File: src/rtl/unidad_fetch.sv
// unidad_fetch: instruction-fetch stage.
//   Holds the program counter, presents it on `dir` to the instruction
//   memory, and registers the returned word into the IF/ID pipeline
//   register. Next-PC selection is jump > branch > stall > sequential.
//   Sticky error flags report misaligned branch targets and fetches beyond
//   the instruction memory, and a counter tracks valid IF/ID loads.
// Ports:
//   clk, reset          clock, synchronous active-high reset
//   dir                 byte address to instruction memory (= PC)
//   instruccion_in      instruction word for `dir`, same cycle
//   stall               hold PC and IF/ID
//   branch_taken        redirect to branch_target (word aligned)
//   branch_target       branch destination byte address
//   jump                redirect to {pc4[31:28], jump_index, 2'b00}
//   jump_index          J-format target field
//   if_id_instr         registered instruction for decode
//   if_id_pc4           registered PC+4 of that instruction
//   if_id_valid         IF/ID holds a real instruction
//   misalign_err        sticky: branch target had nonzero low bits
//   range_err           sticky: fetched at PC >= MEM_BYTES
//   fetch_count         count of valid IF/ID loads
module unidad_fetch #(
  parameter logic [31:0] RESET_PC  = 32'h0000_0000,
  parameter int unsigned MEM_BYTES = 4096,
  parameter logic [31:0] NOP       = 32'h0000_0000
) (
  input  logic        clk,
  input  logic        reset,
  output logic [31:0] dir,
  input  logic [31:0] instruccion_in,
  input  logic        stall,
  input  logic        branch_taken,
  input  logic [31:0] branch_target,
  input  logic        jump,
  input  logic [25:0] jump_index,
  output logic [31:0] if_id_instr,
  output logic [31:0] if_id_pc4,
  output logic        if_id_valid,
  output logic        misalign_err,
  output logic        range_err,
  output logic [31:0] fetch_count
);

  localparam logic [31:0] MemLimit = MEM_BYTES;

  logic [31:0] pc_q, pc_d;
  logic [31:0] instr_q, instr_d;
  logic [31:0] pc4_q, pc4_d;
  logic        valid_q, valid_d;
  logic        misalign_q, misalign_d;
  logic        range_q, range_d;
  logic [31:0] count_q, count_d;
  logic [31:0] pc4;

  always_comb begin
    pc4        = pc_q + 32'd4;
    pc_d       = pc_q;
    instr_d    = instr_q;
    pc4_d      = pc4_q;
    valid_d    = valid_q;
    misalign_d = misalign_q;
    range_d    = range_q;
    count_d    = count_q;

    if (jump) begin
      pc_d    = {pc4[31:28], jump_index, 2'b00};
      instr_d = NOP;
      pc4_d   = 32'd0;
      valid_d = 1'b0;
    end else if (branch_taken) begin
      // Low bits are dropped so PC stays aligned; the flag records the fault.
      pc_d    = {branch_target[31:2], 2'b00};
      instr_d = NOP;
      pc4_d   = 32'd0;
      valid_d = 1'b0;
      if (branch_target[1:0] != 2'b00) misalign_d = 1'b1;
    end else if (!stall) begin
      pc_d = pc4;
      if (pc_q < MemLimit) begin
        instr_d = instruccion_in;
        pc4_d   = pc4;
        valid_d = 1'b1;
        count_d = count_q + 32'd1;
      end else begin
        // PC keeps advancing, but nothing real enters the pipeline.
        instr_d = NOP;
        pc4_d   = 32'd0;
        valid_d = 1'b0;
        range_d = 1'b1;
      end
    end
  end

  always_ff @(posedge clk) begin
    if (reset) begin
      pc_q       <= RESET_PC;
      instr_q    <= NOP;
      pc4_q      <= 32'd0;
      valid_q    <= 1'b0;
      misalign_q <= 1'b0;
      range_q    <= 1'b0;
      count_q    <= 32'd0;
    end else begin
      pc_q       <= pc_d;
      instr_q    <= instr_d;
      pc4_q      <= pc4_d;
      valid_q    <= valid_d;
      misalign_q <= misalign_d;
      range_q    <= range_d;
      count_q    <= count_d;
    end
  end

  assign dir          = pc_q;
  assign if_id_instr  = instr_q;
  assign if_id_pc4    = pc4_q;
  assign if_id_valid  = valid_q;
  assign misalign_err = misalign_q;
  assign range_err    = range_q;
  assign fetch_count  = count_q;

endmodule

File: config.mk
export PLATFORM = sky130hd
export DESIGN_NAME = unidad_fetch
export DESIGN_NICKNAME = d
export VERILOG_FILES = /design/src/rtl/unidad_fetch.sv
export SDC_FILE = /design/constraint.sdc
export NUM_CORES = 1
export LEC_CHECK = 0
export ABC_AREA = 1
export CAP_MARGIN = 20
export CORE_MARGIN = 3
export CORE_UTILIZATION = 46
export DETAILED_ROUTE_END_ITERATION = 8
export HOLD_SLACK_MARGIN = 0.06
export PLACE_DENSITY = 0.82
export SETUP_SLACK_MARGIN = 0.3
export SLEW_MARGIN = 20
export SYNTH_ARGS = -nofsm -noshare
export SYNTH_HDL_FRONTEND = slang
export SYNTH_SLANG_ARGS = --single-unit
File: constraint.sdc
create_clock -name clk -period 2.4 [get_ports clk]
set_clock_uncertainty 0.2 [all_clocks]
set_input_delay 0.6 -clock clk [delete_from_list [all_inputs] [get_ports clk]]
set_output_delay 0.6 -clock clk [all_outputs]
set_load 0.05 [all_outputs]
==> metrics <==
height of the die 124 um; Adder-Cell Fraction of Synth Area 0.391%; # rows 42; final instance area 0.00924 mm2; Clock Tree Buf Depth 2; Worst-path clk slew 0.06 ns; Crit path max-delay family buffers and inverters; Starting Density 47.7%; fillcell total 1171; CTS tree yes; Final min period 2.08 ns; Finish-stage setup viols 0; XOR/XNOR share of the synthesized area 4.11%; post-CTS sizing 132; Setup Buffers After CTS 0; WL met1 8700 um; largest net degree at the start of global routing 64; first-pass GRT wire length 31200 um; Final ANT Viol Nets 0; Synth Cell Area 0.00640 mm2; routed vias 7116; P_int 0.00401 W; clk sinks 127; Synth warnings 0; status completed; fin util 69.0%; HP Class reg -> reg; drt wl/cell 14.7 um; vias in the first global route 6266; Layout Nets 1285; setup tns final 0 ns; WP data arrival 1.28 ns; WL met2 9540 um; Worst-Margin Slew 0.620 ns; post-synthesis area per instance 6.64 um2; CP required 1.60 ns; clock root buffer clkbuf_16; Final Non-Filler Cells 1377; Max H-tree Level 4; largest family of logic cells by synthesized area simple AND/OR/NAND/NOR gates; Cells after Synth 964; area share of and/or/nand/nor cells after synthesis 35.7%; Seq/Total Area, Yosys 39.7%; Total GRT Usage 25.6%; port bufs 221; Ports 226; Worst path max stage delay 0.54 ns; worst path cell trace dlygate4sd2_1; maximum vdd drop 0.482 mV; drc violations 0; GPL Wtd Cong 0.956; Sw Ratio 27.3%; Crit Path Max Fanout 2; Critical Path Source Type register; clock share of power 47.2%; post-synth cell types 30; met3 wire len 1700 um; Max Used Layer met4; Synth Area in Compound Gates 14.2%; power per cell area 597 mW/mm2; initial DRC count 576; Final HPWL DP 15100 um; Max stage delay cell, worst path dlygate4sd2_1; crit end category output pin; layout cell share with drive strength beyond 1 15.3%; flops & latches, synth 127; core footprint 0.0134 mm2; antenna violations before repair 0; kind of critical path reg -> out; die width 124 um; Sw Pwr 0.00151 W; f_max 0.481 GHz; final hold vios 0; Pre-antenna DRT Iters 5; Inst Count DP 1345; logic gate share of total power 12.6%; cts hold-fix bufs 0; clk_lat worst skew 0.42 ns; final WL 20300 um; max_cap viols 0; area delta synth->final 44.5%; Slew Viols, Final 0; CP Buf/Inv Count 1; die area 0.0154 mm2; RSZ-0062 raised after global routing yes; WHS 0.240 ns; crit share post-route 86.6%; Post-DP Area 0.00876 mm2; LEAKAGE 3.45 nW; number of buffers created by CTS 17; relative slew slack 58.7%; ant diodes 0; Vias/cell 5.17; gr ovfl total 0; sequential share of power 40.2%; mux share of post-synthesis cell area 0%
## cell families after synthesis
logic type / after synthesis
buf+inv: 81
other cells: 1
compound gates: 165
fa+ha+maj: 2
simple gates: 558
flops: 127
xor+xnor: 30
## area by class of cell
| cell class | count | area, um2 | area share (%) |
|---|---|---|---|
| clock buffers | 17 | 425 | 4.60 |
| clock inverters | 15 | 176 | 1.91 |
| inverters | 34 | 130 | 1.41 |
| multi-input cells | 759 | 3500 | 37.9 |
| flip-flops and latches | 127 | 2540 | 27.5 |
| well taps | 176 | 220 | 2.38 |
| repair buffers | 249 | 2240 | 24.2 |
## registers in the layout, summed over array words and instances (netlist names)
signal and flops:
fetch_count 32, if_id_instr 32, dir 30, if_id_pc4 30
if_id_valid 1, misalign_err 1, range_err 1
## path summary, 6_finish.rpt
| path | start | end | slack [ns] | depth (start not counted) |
|---|---|---|---|---|
| max | if_id_instr[5] | if_id_instr[5] | 0.32 | 1 |
| min reg2reg | if_id_pc4[14] | if_id_pc4[14] | 0.24 | 2 |
| min | if_id_pc4[14] | if_id_pc4[14] | 0.24 | 2 |
| max reg2reg | dir[2] | dir[24] | 0.45 | 9 |
## power groups by stage
stage	Combinational (W)	Sequential, W	Clock (W)
4_1_cts	0.000693	0.00222	0.00265
3_5_place_dp	0.000692	0.00226	0
6_report	0.000693	0.00222	0.00261
2_1_floorplan	0.000236	0.00239	0
5_1_grt	0.000740	0.00223	0.00273
3_3_place_gp	0.000686	0.00226	0
## cells in the mapped netlist
cell / count / area share, %
conb_1: 1 / 0.059
clkinv_1: 2 / 0.12
nand4_1: 3 / 0.29
a221oi_1: 17 / 2.3
nor2_1: 117 / 6.9
nand2_1: 382 / 22
dfxtp_1: 127 / 40
inv_2: 2 / 0.12
and2_1: 3 / 0.29
a31oi_1: 7 / 0.68
xor2_1: 20 / 2.7
nor2_2: 6 / 0.59
buf_4: 8 / 0.94
nand3b_1: 21 / 2.5
o21ai_0: 31 / 2.4
buf_6: 4 / 0.70
xnor2_1: 10 / 1.4
nand2_2: 2 / 0.20
inv_1: 30 / 1.8
a21oi_1: 107 / 8.4
nor2_4: 5 / 0.88
nand3_2: 2 / 0.31
nor3_1: 1 / 0.078
buf_2: 10 / 0.78
o221ai_1: 2 / 0.27
or2_2: 1 / 0.098
ha_1: 2 / 0.39
clkbuf_1: 25 / 1.5
nand3_1: 15 / 1.2
o21ai_1: 1 / 0.078
## routing by layer
layer  vias to the layer above  GRT usage (%)
met5                         -              0
met4                         0           7.73
met2                       286           42.8
met3                        32           6.31
li1                       3563              -
met1                      3235           32.8
## metrics by stage
stage,setup slack (ns),total power [W]
after floorplan,0.334,0.00263
after global placement,-0.101,0.00295
after detailed placement,-0.152,0.00296
after CTS,0.172,0.00556
after global routing,0.269,0.00570
final,0.321,0.00552
## cells in the final DEF, fill, tap and decap left out, types with 13 or more instances in the layout
cell type	n
nand3b_1	21
nor2_1	113
dfxtp_1	125
clkdlybuf4s50_1	93
a221oi_1	17
a21oi_1	107
nand2_1	381
clkbuf_16	17
inv_1	30
xor2_1	20
clkdlybuf4s15_2	13
nand3_1	15
o21ai_0	30
buf_4	72
clkdlybuf4s15_1	23
clkbuf_2	29
No activity file was read; power rests on OpenSTA's default activity.
